==> src/rtl/encoder83_seq.sv <==
// encoder83_seq: sequential 8-to-3 priority encoder with a valid/ready
// handshake on both sides. It accepts an 8-bit request vector. It then
// emits the 3-bit code of each set bit, MSB first, one beat per output
// handshake. Bit 7 maps to code 0 and bit 0 maps to code 7, which is the
// inverse of the 3-to-8 one-hot decoder mapping.
//
// Optional feature macro: ENC83_COUNT_EN adds the `count` port. This port
// reports the number of set bits in the most recently accepted vector.
//
// Ports:
//   clk        rising-edge clock
//   rst        asynchronous active-high reset
//   in_valid   request vector on `req` is valid
//   in_ready   block can accept a vector (depends on state only)
//   req[7:0]   request vector, bit 7 -> code 0
//   out_valid  `code` is valid
//   out_ready  consumer accepts the current beat
//   code[2:0]  code of the highest-priority pending bit
//   last       current beat is the final beat of the vector
//   count[3:0] popcount of last accepted vector (ENC83_COUNT_EN only)
module encoder83_seq (
    input  logic       clk,
    input  logic       rst,
    input  logic       in_valid,
    output logic       in_ready,
    input  logic [7:0] req,
    output logic       out_valid,
    input  logic       out_ready,
    output logic [2:0] code,
`ifdef ENC83_COUNT_EN
    output logic [3:0] count,
`endif
    output logic       last
);

    localparam int unsigned REQ_W  = 8;
    localparam int unsigned CODE_W = 3;
`ifdef ENC83_COUNT_EN
    localparam int unsigned CNT_W  = 4;
`endif

    typedef enum logic {
        ST_IDLE = 1'b0,
        ST_BUSY = 1'b1
    } state_e;

    state_e              state_q;
    logic [REQ_W-1:0]    pend_q;
    logic [REQ_W-1:0]    pend_d;
    logic [CODE_W-1:0]   code_q;
    logic                last_q;
    logic                out_valid_q;
    logic                in_ready_q;
`ifdef ENC83_COUNT_EN
    logic [CNT_W-1:0]    cnt_q;
`endif

    // Code of the highest set bit; the highest index visited wins, so bit 7 gives 0.
    function automatic logic [CODE_W-1:0] msb_code(input logic [REQ_W-1:0] v);
        logic [CODE_W-1:0] c;
        c = '0;
        for (int i = 0; i < int'(REQ_W); i++) begin
            if (v[i]) begin
                c = CODE_W'(int'(REQ_W) - 1 - i);
            end
        end
        return c;
    endfunction

    // True when exactly one bit is set.
    function automatic logic is_onehot(input logic [REQ_W-1:0] v);
        return (v != '0) && ((v & (v - REQ_W'(1))) == '0);
    endfunction

`ifdef ENC83_COUNT_EN
    function automatic logic [CNT_W-1:0] popcnt(input logic [REQ_W-1:0] v);
        logic [CNT_W-1:0] n;
        n = '0;
        for (int i = 0; i < int'(REQ_W); i++) begin
            n = n + CNT_W'(v[i]);
        end
        return n;
    endfunction
`endif

    // Pending vector with the bit for the current beat removed.
    always_comb begin
        pend_d = pend_q & ~(REQ_W'(8'h80) >> code_q);
    end

    // Control FSM plus registered outputs.
    always_ff @(posedge clk or posedge rst) begin
        if (rst) begin
            state_q     <= ST_IDLE;
            pend_q      <= '0;
            code_q      <= '0;
            last_q      <= 1'b0;
            out_valid_q <= 1'b0;
            in_ready_q  <= 1'b1;
`ifdef ENC83_COUNT_EN
            cnt_q       <= '0;
`endif
        end else begin
            case (state_q)
                ST_IDLE: begin
                    if (in_valid && in_ready_q) begin
`ifdef ENC83_COUNT_EN
                        cnt_q <= popcnt(req);
`endif
                        // A zero vector is consumed without producing a beat.
                        if (req != '0) begin
                            state_q     <= ST_BUSY;
                            pend_q      <= req;
                            code_q      <= msb_code(req);
                            last_q      <= is_onehot(req);
                            out_valid_q <= 1'b1;
                            in_ready_q  <= 1'b0;
                        end
                    end
                end
                ST_BUSY: begin
                    if (out_valid_q && out_ready) begin
                        if (last_q) begin
                            state_q     <= ST_IDLE;
                            pend_q      <= '0;
                            code_q      <= '0;
                            last_q      <= 1'b0;
                            out_valid_q <= 1'b0;
                            in_ready_q  <= 1'b1;
                        end else begin
                            pend_q <= pend_d;
                            code_q <= msb_code(pend_d);
                            last_q <= is_onehot(pend_d);
                        end
                    end
                end
                default: begin
                    state_q     <= ST_IDLE;
                    pend_q      <= '0;
                    code_q      <= '0;
                    last_q      <= 1'b0;
                    out_valid_q <= 1'b0;
                    in_ready_q  <= 1'b1;
                end
            endcase
        end
    end

    assign in_ready  = in_ready_q;
    assign out_valid = out_valid_q;
    assign code      = code_q;
    assign last      = last_q;
`ifdef ENC83_COUNT_EN
    assign count     = cnt_q;
`endif

endmodule

==> config.mk <==
export PLATFORM = sky130hd
export DESIGN_NAME = encoder83_seq
export DESIGN_NICKNAME = d
export VERILOG_FILES = /design/src/rtl/encoder83_seq.sv
export SDC_FILE = /design/constraint.sdc
export NUM_CORES = 1
export LEC_CHECK = 0
export CAP_MARGIN = 0
export CORE_MARGIN = 2
export CORE_UTILIZATION = 42
export DETAILED_ROUTE_END_ITERATION = 16
export SKIP_LAST_GASP = 1
export SLEW_MARGIN = 20
export SYNTH_ARGS = -nofsm -noshare
export SYNTH_HDL_FRONTEND = slang
export SYNTH_SLANG_ARGS = --single-unit
==> constraint.sdc <==
create_clock -name clk -period 3.5 [get_ports clk]
set_clock_uncertainty 0.05 [all_clocks]
set_input_delay 1.05 -clock clk [delete_from_list [all_inputs] [get_ports clk]]
set_output_delay 1.05 -clock clk [all_outputs]
set_load 0.05 [all_outputs]
# Word-level counts from Yosys, hierarchy flattened

Cells that the tools add are included.

Div/mod/pow operators: 0
Add/subtract/negate cells: 2
Eq/ne operators: 4
Reductions and logical operators: 10
Multipliers: 0
$lt $le $gt $ge: 0
Bitwise gates (word level): 5
Shifts and indexed selects: 1
Mux-type cells: 46

Operators with widths:

| kind                                                   | number |
|---|---|
| 2-to-1 mux 3 bit                                       | 20 |
| 2-to-1 mux 8 bit                                       | 4 |
| bitwise AND 8 bit                                      | 3 |
| zero test 8 bit                                        | 2 |
| 2-to-1 mux 1 bit                                       | 16 |
| one-hot mux 8 bit (2 select lines)                     | 1 |
| nonzero test 8 bit                                     | 2 |
| subtractor 8 x 1 -> 8 bit (second input constant)      | 2 |
| inverter 8 bit                                         | 1 |
| one-hot mux 1 bit (2 select lines)                     | 4 |
| >> shifter 8 x 3 -> 8 bit (first input constant)       | 1 |
| one-hot mux 3 bit (2 select lines)                     | 1 |
| logical AND 1 bit                                      | 4 |
| inequality test 2 x 1 -> 1 bit (second input constant) | 2 |
| inequality test 2 bit (second input constant)          | 2 |
| AND reduction 4 bit                                    | 1 |
| AND reduction 3 bit                                    | 1 |
| inverter 1 bit                                         | 1 |

Memory bits (writable): 0
Register bits after elaboration: 15
Logic and storage cells: 74
Memories kept: 0
Bits of input ports: 12
Output and inout port bits: 6
Bits in read-only memories: 0
Latch bits: 0

# Longest topological paths before layout

Gate-level depths: netlist of run 1.

Depth in word-level cells: 14
Gate-level depth with buffers: 7
Depth with buffers taken out: 6

# Worst setup path after synthesis of run 1

OpenSTA, ideal clock, no wires.

Path type: input port to flip-flop
Start: input req[3]
End: register last_q, in the netlist last
Stages: 6
Data required time: 3.324 ns
Buffers on the path: 1
Arrival: 2.194 ns
Slack: 1.130 ns
Library setup time: 0.126 ns
Cell sequence: nor4_4 a311oi_4 a31o_1 buf_6 mux2i_1 o21ai_1

Cells in the longest elaborated chain, start to end: 7
Elaborated cells on any way between the ends: 10
Classes of those cells: add/sub (1); eq/ne (1); mux (3); bitwise (1); reduce/logical (4)

Ends and longest elaborated chain:

| item                               | line | text |
|---|---|---|
| start: declaration                 | 26   | `input logic [7:0] req,` |
| subtractor 8 x 1 -> 8 bit          | 72   | `return (v != '0) && ((v & (v - REQ_W'(1))) == '0);` |
| bitwise AND 8 bit                  | 72   |  |
| zero test 8 bit                    | 72   |  |
| logical AND 1 bit                  | 72   |  |
| 2-to-1 mux 1 bit                   | 111  | `if (req != '0) begin` |
| 2-to-1 mux 1 bit                   | 106  | `if (in_valid && in_ready_q) begin` |
| one-hot mux 1 bit (2 select lines) | 104  | `case (state_q)` |
| end signal: assignment             | 115  | `last_q <= is_onehot(req);` |
| end signal: assignment             | 133  | `last_q <= is_onehot(pend_d);` |
| end: declaration                   | 51   | `logic last_q;` |

Several ways; a longest one is shown, not always the timed one. The select of a mux whose other input is x is not followed.
A chain may end at the register's enable or synchronous reset.

# Worst setup path after layout of run 1

Start: input req[2]
End: register pend_q[2]

Cells in the longest elaborated chain, start to end: 3
Elaborated cells on any way between the ends: 6
Classes of those cells: eq/ne (1); mux (3); reduce/logical (2)

Ends and longest elaborated chain:

| item                                                                                | line | text |
|---|---|---|
| nonzero test 8 bit or 2-to-1 mux 8 bit (tied branches)                              | 111  |  |
| inequality test 2 bit (no line) or 2-to-1 mux 8 bit (tied branches)                 | n/a  |  |
| AND reduction 3 bit (no line) or one-hot mux 8 bit (2 select lines) (tied branches) | n/a  |  |
| end signal: assignment                                                              | 113  | `pend_q <= req;` |
| end signal: assignment                                                              | 131  | `pend_q <= pend_d;` |
| end: declaration                                                                    | 48   | `logic [REQ_W-1:0] pend_q;` |

Several ways; a longest one is shown, not always the timed one. The select of a mux whose other input is x is not followed.

==> flow_results.org, run 1 <==
** STA
- At the pin with the least slew margin, the transition time is roughly 650 ps.
- Final slew viol count :: 0
- Highest Clock Rate :: between 300 and 400 MHz
- In the final timing run, aggregate negative setup slack is 0 ps.
- The final-report hold violation count is 0.
- Post-route minimum period :: 2970 ps
- Setup violations remaining at the end of the flow were counted as 0.
- Relative slew slack :: between 50% and 60%
- Share of the clock period used by the worst path :: ~85%
- Setup repair after global routing left no endpoint under its margin.

** Layout
- Number of antenna repair diodes :: 0
- The layout has between 200 and 300 filler cells.
- Count of placed standard cells in the final layout, fillers left out :: 189
- The post-route netlist has 6.33% of its cells at a drive strength greater than 1.
- The net count of the finished layout is 171.
- Multi-input gate area in the final layout :: approximately 750 um^2
- Growth of design area from synthesis to finish :: 17.1%
- Sequential cell area :: approximately 380 um^2

** Global route
- Total Routing Usage GR :: between 20% and 30%
- Number of global-route vias before repair :: ~1.1k
- Summed over all layers, the global routing overflow is 0.
- Entering global routing, the biggest net connects 22 pins.
- The first global-routing pass estimated 5290 um of wire.
- The number of antenna violations at the first check in global routing is 0.

** Routing
- After detailed routing, the number of vias per cell comes to between 6 and 7.
- The first detailed-routing pass took 4 iterations.
- Number of vias after detailed routing :: between 1k and 1.5k
- Post-Route WL :: 3040 um
- Number of violations reported at the end of detailed-routing iteration 0 :: 27
- After detailed routing, the number of remaining DRC violations is 0.
- Once detail routing completed, the nets flagged for antenna violations numbered 0.
- Avg WL per Cell :: 16.1 um

** Clocking
- Clock-pin slew was measured on the worst setup and hold paths at roughly 100 ps.
- The number of clock buffers added by TritonCTS is 3.
- CTS Buffer Depth :: 2
- Post-CTS Hold Buffers :: 0
- The clock reaches the later pin of the worst-skew pair after around 290 ps.
- Setup fix buffers added after clock tree synthesis :: 0
- H-Tree Depth :: 1
- CTS saw 15 sinks.
- In this run the clock root is driven by a clkbuf_4.
- TritonCTS built the clock tree.
- # resized after CTS :: 0

** Synthesis
- Mapped Nets :: roughly 160
- Number of enable-type register cells in the synthesized netlist :: 0
- Yosys attributes the largest share of cell area to dfrtp_1 29%, o21ai_0 5.5%, a21oi_1 3.8%.
- Count of yosys warnings during synthesis :: 0
- Fraction of post-synthesis cell area in the top cell type by area :: roughly 30%
- Total standard cell area after synthesis :: approximately 1200 um^2
- Synth area leader :: dfrtp_1
- Sequential elements use a little under a third of the synthesized area.
- For this run, the leading register cell type out of synthesis is dfrtp_1.
- In this run, distinct cell masters in the synthesized netlist total between 40 and 50.
- A synthesized cell averages between 8 and 9 um^2.
- After synthesis, the share of flip-flops with an asynchronous set or reset is 100%.
- Counting every instance in the synthesized netlist gives roughly 140.
- Among all cell types in the netlist, the one instantiated most often is dfrtp_1.
- In this run, synthesis produced a sequential element count of 15.
- Sorting the synthesized cells by how often they occur yields 14 x dfrtp_1, 13 x o21ai_0, 11 x nand2_1.

** Worst setup path
- Endpoint kind of the worst setup timing path :: flip-flop
- Critical path data arrival time :: between 3000 and 4000 ps
- Data on the critical path is required at its endpoint by 3640 ps.
- Critical Path Source Type :: primary input
- The setup path with the least slack is of type primary input to flip-flop.
- Along the worst path, the maximum fanout reaches 21.

** Floorplanning
- I/O pins :: 18
- The region available for standard cell placement spans approximately 2700 um^2.
- Std-Cell Rows :: 19
- Full die area :: ~3300 um^2
- Overall die height :: about 57 um
- Overall die width :: 57.3 um
- Once the floorplan was initialized, standard cells occupied between 40% and 50% of the core.

** Place
- Summed over all nets, the half-perimeter wirelength after detailed placement is between 2000 and 2500 um.
- Port buffering added 17 buffers.
- Final GP Congestion :: 0.836
- Number of instances in the placed design :: 185

** Worst hold path
- Type of the tightest min-delay check :: flip-flop to flip-flop

** Power and ir drop
- Cell leakage power :: between 0.0005 and 0.0006 uW
- Maximum vdd drop :: 0.226 mV
- Pwr per Cell Area :: ~230 nW/um^2

** Status
- The run finished with clean final reports.

** Flow run
- The tool flagged a number of max-cap violations equal to 0.
## metrics by stage
step | total power [uW] | instance area, um^2 | worst slack (ps) | utilization (%) | hold slack, ps
after detailed placement | 214 | 1370 | 242 | 50.0 | 447
after global placement | 213 | 1370 | 272 | 50.0 | 438
after CTS | 317 | 1400 | 542 | 51.0 | 474
after global routing | 330 | 1400 | 334 | 51.0 | 512
after floorplan | 191 | 1190 | 1130 | - | 414
final | 315 | 1400 | 533 | 51.0 | 475
## state kept, by name, summed over array words and instances, names as in the netlist
signal,count
code,3
last,1
pend_q,8
in_ready,1
out_valid,1
state_q,1
## layout make-up
cell class	instances	share of cell area [%]
clock buffer	3	1.61
inverter	7	1.88
tap	31	2.78
multi-input combinational	114	53.6
clock inverter	1	0.359
timing repair buffer	18	12.7
sequential	15	27.0
## worst max-delay path, cell delays in order
cell and delay, ps:
clkdlybuf4s50_1 610, nor4_4 120, a311oi_4 310, a31o_1 570, o21ai_0 220, a22o_1 220
## report_power, final
group	switching [uW]	internal [uW]	leakage, uW	total, uW
clock	62.8	42.5	0.0000177	105
sequential	0	173	0.000201	173
combinational	19.7	17.2	0.000340	36.8
total	82.4	233	0.000559	315
## worst paths after layout
check | start | end | slack, ps | cells after the start
setup / recovery | req[2] | pend_q[2]$_DFFE_PP0P_ | 530 | 6
hold / removal | pend_q[7]$_DFFE_PP0P_ | pend_q[7]$_DFFE_PP0P_ | 470 | 1
setup reg to reg | code[2]$_DFFE_PP0P_ | code[1]$_DFFE_PP0P_ | 1400 | 6
hold reg to reg | pend_q[7]$_DFFE_PP0P_ | pend_q[7]$_DFFE_PP0P_ | 470 | 1
max in group asynchronous | rst | pend_q[5]$_DFFE_PP0P_ | 1940 | 2
min in group asynchronous | rst | code[1]$_DFFE_PP0P_ | 1070 | 2
## placed cells by master, fill, tap and decap left out, types with 3 or more instances in the layout
| cell type | instances |
|---|---|
| a21oi_1 | 9 |
| a22o_1 | 4 |
| a31oi_1 | 4 |
| clkbuf_4 | 3 |
| clkdlybuf4s50_1 | 17 |
| dfrtp_1 | 14 |
| inv_1 | 7 |
| nand2_1 | 11 |
| nand2b_1 | 6 |
| nor2_1 | 10 |
| nor3_1 | 6 |
| o21a_1 | 5 |
| o21ai_0 | 13 |
| o221ai_1 | 3 |
| or3_1 | 4 |
## cell families (layout without fill, tap and decap cells)
group           after synthesis  in the layout  share of synthesized area [%]
buf+inv                      14             29                           5.57
xor+xnor                      2              2                           1.47
mux                           2              2                           1.68
compound gates               58             58                           35.2
fa+ha+maj                     1              1                          0.840
simple gates                 51             51                           23.6
flops                        15             15                           31.6
## per-layer routing
metal / vias to the layer above / GRT usage (%) / routed length (um)
met5: - / 0 / 0
met4: 0 / 4.32 / 40
met3: 4 / 4.08 / 126
met2: 33 / 30.5 / 1370
met1: 554 / 30.1 / 1500
li1: 572 / - / -
(Power assumes the default switching activity.)
==> run 2: changes to the inputs <==
==> constraint.sdc (replaced) <==
create_clock -name clk -period 3 [get_ports clk]
set_clock_uncertainty 0.05 [all_clocks]
set_input_delay 0.9 -clock clk [delete_from_list [all_inputs] [get_ports clk]]
set_output_delay 0.9 -clock clk [all_outputs]
set_load 0.05 [all_outputs]
==> run 2 against run 1 <==
  * Register-to-register slack worse by 470 ps
  * Routed wire length down 0.76%
  * Total power up 17%
  * Critical path depth down 5
  * Non-clock buffer count up 8
  * Sequential share of layout area down 1.1 points
  * First-iteration DRC count up 100%
  * Clock power up 15%
  * Critical path type is now flip-flop to primary output
  * Critical endpoint is now in_ready
  * Largest power group unchanged
==> flow_results.org, run 2 (synthesis results as in run 1) <==
** Worst setup path
- Counting both buffers and inverters, the worst setup path holds a total of 1.
- The critical path goes through clkdlybuf4s50_1.
- STA puts the critical path data arrival time at between 1500 and 2000 ps.
- Endpoint kind of the worst setup timing path :: primary output
- Worst path max stage delay :: around 800 ps
- Critical path's top delay family :: buffers and inverters
- Capture instance of the worst register-to-register path :: code[1]$_DFFE_PP0P_
- STA puts the critical path data required time at roughly 2100 ps.
- STA classifies the critical path startpoint as a flip-flop.
- Counting cells, the worst reg-to-reg path comes to 7.
- In this run the worst path has a maximum fanout of 3.
- FF-to-FF setup slack :: 930 ps
- The largest individual stage delay along the critical path comes from the cell clkdlybuf4s50_1.
- Stages on worst setup path :: 1
- Critical Setup Path Class :: flip-flop to primary output
- The startpoint identified for the worst register-to-register timing path is code[0]$_DFFE_PP0P_.

** Layout
- For this run, the number of standard cells in the final layout without fillers is approximately 200.
- The library cells used most frequently in the layout, excluding fill and tap cells, are 17 x clkdlybuf4s50_1, 14 x dfrtp_1, 13 x o21ai_0.
- Multi-input gate area in the final layout :: approximately 750 um^2
- Leaving out fill and tap cells, the most frequent cell in the layout is clkdlybuf4s50_1.
- Across the whole layout, storage elements account for approximately 380 um^2.
- Compared with the post-synthesis result, the final layout area differs by 22.2%.
- Number of filler cells placed in the layout :: ~240
- At the end of the flow, the number of nets in the layout was about 180.
- Share of layout cells above drive strength 1 :: a little over a tenth
- Number of antenna repair diodes :: 0
- Flip-flop count of the largest register, all copies and words added :: 8
- Counting flops per register, the top entry is pend_q.

** Worst hold path
- Hold path cells :: 1
- The tightest min-delay check is of the flip-flop to flip-flop type.
- In this run the most critical hold path is launched from pend_q[7]$_DFFE_PP0P_.
- For hold timing, the worst endpoint is pend_q[7]$_DFFE_PP0P_.

** Floorplanning
- I/O pins :: 18
- The core region is between 2000 and 3000 um^2.
- The die covers 3280 um^2.
- Starting Density :: between 40% and 50%
- Overall die height :: around 57 um
- Measured along the x axis, the die boundary spans approximately 57 um.
- Std-Cell Rows :: 19

** Global route
- Number of global-route vias before repair :: approximately 1.1k
- First-pass GRT wire length :: slightly above 5000 um
- Global-route congestion overflow total :: 0
- Antenna violations before repair :: 0
- Global routing used between 10% and 20% of the available tracks across all layers.
- Pin count of the biggest net entering global routing :: 16

** STA
- Final hold violations :: 0
- Counting I/O delays and the setup requirement, the final critical path takes about 2600 ps.
- The total count of max-transition violations in the final report was 0.
- Adding up every negative setup slack in the final design gives 0 ps.
- Hold slack final :: about 470 ps
- Measured against its own limit, the worst slew margin works out to between 50% and 60%.
- In the finished design, the share of the clock period the worst path needs comes to 86.6%.
- Based on the critical path, the design can be clocked at up to a little under 400 MHz.
- Setup repair after global routing missed its margin :: false
- Number of setup violations in the final report :: 0
- Worst slew pin tran :: about 600 ps

** Clocking
- The clock drives 15 sinks.
- After clock tree synthesis, the clock-pin slew on the worst setup and hold paths is about 90 ps.
- CTS Buffer Depth :: 2
- Library cell used as clock root buffer :: clkbuf_4
- Setup fix buffers added after clock tree synthesis :: 0
- Buffers inserted during clock tree synthesis total 3.
- Buffers inserted to repair hold after CTS numbered 0.
- CTS tree :: yes
- For the worst-skew pair, the clock arrives at the later sink with an insertion delay of a little under 300 ps.
- H-Tree Depth :: 1
- # resized after CTS :: 0

** Status
- The run finished with clean final reports.

** Power and ir drop
- The internal portion of the total power is ~270 uW.
- Clk pwr share :: around 33%
- Summed over all nets, the switching power comes to about 94 uW.
- Maximum vdd drop :: between 0.15 and 0.2 mV
- In this run, flip-flops and latches consume 54.8% of the power.
- Summed over all cells, the static leakage comes to approximately 0.0006 uW.
- For this design the ratio of total power to cell area is between 200 and 300 nW/um^2.
- Of the total power, combinational logic draws 12.5%.
- Proportion of total power due to net switching :: between 20% and 30%

** Routing
- Number of vias after detailed routing :: between 1k and 1.5k
- The routed design has just over 3000 um of wire.
- Final ANT Viol Nets :: 0
- Final routed DRC violation total :: 0
- In the final routed layout, each cell accounts on average for roughly 15 um.
- Before antenna repair, the detailed router went through 4 iterations.
- Number of violations reported at the end of detailed-routing iteration 0 :: between 50 and 60
- After detailed routing, the number of vias per cell comes to a little over 6.

** Place
- At the end of routability-driven placement, the weighted congestion stood at 0.844.
- Final HPWL from detailed placement :: 2310 um
- Buffers placed on the I/O ports in this run total 17.
- Number of instances in the placed design :: 193

** Flow run
- Maximum capacitance violations :: 0
run 2: cell types whose count changed in the layout (fill, tap and decap cells not counted):
cell and delta:
buf_4 +8
run 2: cell type report:
cell class	count	share of cell area, %
Multi-Input combinational cell	114	51.4
Sequential cell	15	25.9
Tap cell	31	2.67
Clock inverter	1	0.344
Clock buffer	3	1.55
Inverter	7	1.81
Timing Repair Buffer	26	16.3
run 2: worst max-delay path by stage:
stage                       endpoint                  from  slack (ps)
5_1_grt        pend_q[6]$_DFFE_PP0P_                req[5]         230
4_1_cts                     in_ready  in_ready$_DFFE_PP1P_         390
3_5_place_dp   pend_q[5]$_DFFE_PP0P_                req[5]         110
6_report                    in_ready  in_ready$_DFFE_PP1P_         400
3_3_place_gp   pend_q[2]$_DFFE_PP0P_                req[1]         140
2_1_floorplan       last$_DFFE_PP0P_                req[3]         780
run 2: through the flow:
stage	utilization [%]	area, um^2	worst slack [ps]	power [uW]
floorplan	-	1190	780	222
global placement	52.2	1430	142	252
detailed placement	52.2	1430	106	252
CTS	53.2	1460	389	373
global route	53.2	1460	228	391
finish	53.2	1460	401	369
run 2: power groups by stage:
stage | logic, uW | clock network (uW) | registers [uW]
6_report | 46.0 | 121 | 202
5_1_grt | 50.6 | 138 | 202
4_1_cts | 46.5 | 125 | 202
3_5_place_dp | 46.4 | 0 | 206
3_3_place_gp | 46.0 | 0 | 206
2_1_floorplan | 16.4 | 0 | 206
run 2: routing by layer:
| metal | vias to the layer above | share of wire (%) | GRT usage, % |
|---|---|---|---|
| met3 | 5 | 4.6 | 3.40 |
| met5 | - | 0 | 0 |
| met4 | 0 | 1.2 | 5.98 |
| li1 | 590 | - | - |
| met1 | 566 | 49 | 28.7 |
| met2 | 37 | 45 | 30.2 |
==> run 3: changes to the inputs <==
--- a/config.mk
+++ b/config.mk
@@ -5,10 +5,13 @@
 export SDC_FILE = /design/constraint.sdc
 export NUM_CORES = 1
 export LEC_CHECK = 0
+export ABC_AREA = 0
 export CAP_MARGIN = 0
 export CORE_MARGIN = 2
 export CORE_UTILIZATION = 42
 export DETAILED_ROUTE_END_ITERATION = 16
+export HOLD_SLACK_MARGIN = 0.12
+export PLACE_DENSITY = 0.74
 export SKIP_LAST_GASP = 1
 export SLEW_MARGIN = 20
 export SYNTH_ARGS = -nofsm -noshare
==> run 3 against run 2 <==
  * Sequential power barely moved
  * Cell count increased by 2.0%
  * Worst hold slack gained 13 ps
  * Design area up 2.0%
  * Register-to-register slack is essentially flat
  * Worst setup slack worse by 37 ps
  * Via count up 6.7%
==> flow_results.org, run 3 (synthesis results as in run 1) <==
** Status
- Result of the run :: finished clean

** STA
- In the post-route analysis, the smallest setup slack over all paths is around 360 ps.
- Number of setup violations in the final report :: 0
- Relative slew slack :: between 60% and 70%
- Share of the clock period used by the worst path :: ~88%
- Worst slew pin tran :: between 500 and 600 ps
- Final slew viol count :: 0
- Final hold violations :: 0
- Setup TNS :: 0 ps
- Setup repair after global routing missed its margin :: false
- The worst path needs ~2600 ps of the cycle, external delays included.
- Derived from the worst setup path, the maximum achievable clock frequency is roughly 380 MHz.

** Clocking
- Number of buffers created by CTS :: 3
- Library cell used as clock root buffer :: clkbuf_4
- After clock tree synthesis, the clock-pin slew on the worst setup and hold paths is around 90 ps.
- TritonCTS built the clock tree.
- H-Tree Depth :: 1
- Post-CTS Hold Buffers :: 0
- # resized after CTS :: 0
- For the worst-skew pair, the clock arrives at the later sink with an insertion delay of about 290 ps.
- Once the clock tree was built, the setup fixing pass inserted 0 buffers.
- Counting every sink on the clock net gives 15.
- CTS Buffer Depth :: 2

** Place
- At the end of routability-driven placement, the weighted congestion stood at between 0.8 and 0.9.
- Once placement finished, the instance area stood at 1460 um^2.
- Post-place setup slack :: approximately 72 ps
- Final HPWL from detailed placement :: 2380 um
- Number of input and output port buffers inserted :: 17

** Power and ir drop
- In this run the power density over the cells is approximately 250 nW/um^2.
- Maximum vdd drop :: between 0.15 and 0.2 mV
- For this design the static power due to leakage is roughly 0.00061 uW.

** Routing
- The final layout contains routed wiring with a total length of between 3000 and 4000 um.
- Final routed DRC violation total :: 0
- Dividing the detail-routed wire length by the instance count gives around 16 um.
- Detailed routing placed a total of 186 um of wire on met3.
- The count of nets left with antenna violations once routing finished came out at 0.
- Number of vias after detailed routing :: about 1.3k
- Mean number of vias per cell :: 6.36
- Signal routing reaches up to met4.
- Drt pass-1 iters :: 4
- For this block, the initial DRC count from the detailed router was between 70 and 80.
- In the final routing, the length of wire on met1 measures 1360 um.
- Met2 routed WL :: roughly 1500 um

** Worst setup path
- WP data required :: 3130 ps
- The critical path is of the primary input to flip-flop type.
- Endpoint kind of the worst setup timing path :: flip-flop
- The number of cells on the worst reg-to-reg path is 7.
- Critical Path Source Type :: primary input
- FF-to-FF setup slack :: ~920 ps
- The worst register-to-register path begins at code[0]$_DFFE_PP0P_.
- End of the critical path :: pend_q[0]$_DFFE_PP0P_
- Data arrives at the worst endpoint at 2760 ps.
- The most critical setup path has its startpoint at req[3].
- Capture instance of the worst register-to-register path :: code[1]$_DFFE_PP0P_
- Of all nets on the critical path, the largest fanout is 14.

** Global route
- Entering global routing, the biggest net connects 16 pins.
- Number of global-route vias before repair :: between 1k and 1.5k
- Global-route congestion overflow total :: 0
- The number of antenna violations at the first check in global routing is 0.
- Total Routing Usage GR :: about a fifth
- First-pass GRT wire length :: 5360 um

** Floorplanning
- The floorplan step defined a die boundary enclosing ~3300 um^2.
- Starting Density :: 43.6%
- The die is around 57 um tall.
- 18 I/O pins were placed.
- The core region is roughly 2700 um^2.
- The floorplan has 19 rows.
- Overall die width :: ~57 um

** Layout
- The register with the most flip-flops in the layout has 8 of them.
- The layout has 256 filler cells.
- Leading cell type in the layout, fill and taps excluded :: clkdlybuf4s50_1
- From synthesis to final layout, the design area changed by 24.6%.
- Sequential cell area :: 377 um^2
- Number of antenna repair diodes :: 0
- Number of nets in the final layout :: ~180
- pend_q holds more flip-flops than any other register.
- Summing all multi-input logic gate instances after layout gives 748 um^2.
- Most frequent cells in the layout :: 17 x clkdlybuf4s50_1, 14 x dfrtp_1, 13 x o21ai_0, 13 x buf_4, 11 x nand2_1
- Cells with a size suffix above 1 make up 12.4% of the layout.
- The finished cells cover 1480 um^2.

** Flow run
- Across the run, the number of max-cap violations was 0.

** Worst hold path
- The min-delay analysis places its worst path in the category flip-flop to flip-flop.
## run 3: cell types whose count changed in the layout (fill, tap and decap cells not counted)
| cell | previous run | this run |
|---|---|---|
| buf_4 | 9 | 13 |
| clkbuf_1 | 0 | 1 |
| clkinv_2 | 1 | 0 |
## run 3: worst min path at each step
| stage | from | endpoint | slack (ps) | cells after the start |
|---|---|---|---|---|
| final | pend_q[7]$_DFFE_PP0P_ | pend_q[7]$_DFFE_PP0P_ | 480 | 1 |
| after global routing | pend_q[7]$_DFFE_PP0P_ | pend_q[7]$_DFFE_PP0P_ | 490 | 1 |
| after CTS | pend_q[7]$_DFFE_PP0P_ | pend_q[7]$_DFFE_PP0P_ | 480 | 1 |
| after detailed placement | pend_q[7]$_DFFE_PP0P_ | pend_q[7]$_DFFE_PP0P_ | 450 | 1 |
| after global placement | pend_q[7]$_DFFE_PP0P_ | pend_q[7]$_DFFE_PP0P_ | 430 | 1 |
| after floorplan | pend_q[7]$_DFFE_PP0P_ | pend_q[7]$_DFFE_PP0P_ | 410 | 1 |
## run 3: area by class of cell
cell class / count / share of cell area, %
Inverter: 7 / 1.77
Tap cell: 31 / 2.61
Clock buffer: 4 / 1.77
Multi-Input combinational cell: 114 / 50.4
Timing Repair Buffer: 30 / 18.0
Sequential cell: 15 / 25.4
## run 3: layer usage
layer  vias to the layer above  track usage (%)
li1                        605                -
met1                       599             27.7
met2                        59             33.8
met3                        15             2.04
met4                         0             7.97
met5                         -                0
## run 3: critical path: stages
cell and delay [ps]:
clkdlybuf4s50_1 530, nor4_4 80, a311oi_4 440, a31o_1 430, o21ai_0 160, a22o_1 210
## run 3: power breakdown
group          internal (uW)  switching [uW]  total, uW
combinational           27.2            24.5       51.7
clock                   51.6            70.7        122
sequential               202               0        202
total                    281            95.2        376
## run 3: metrics by stage
| step | instances | hold WS (ps) | util (%) | power, uW |
|---|---|---|---|---|
| after detailed placement | 197 | 455 | 53.3 | 258 |
| after global placement | 197 | 427 | 53.3 | 256 |
| after global routing | 201 | 488 | 54.3 | 390 |
| final | 201 | 482 | 54.3 | 376 |
| after floorplan | 143 | 414 | - | 222 |
| after CTS | 201 | 478 | 54.3 | 376 |
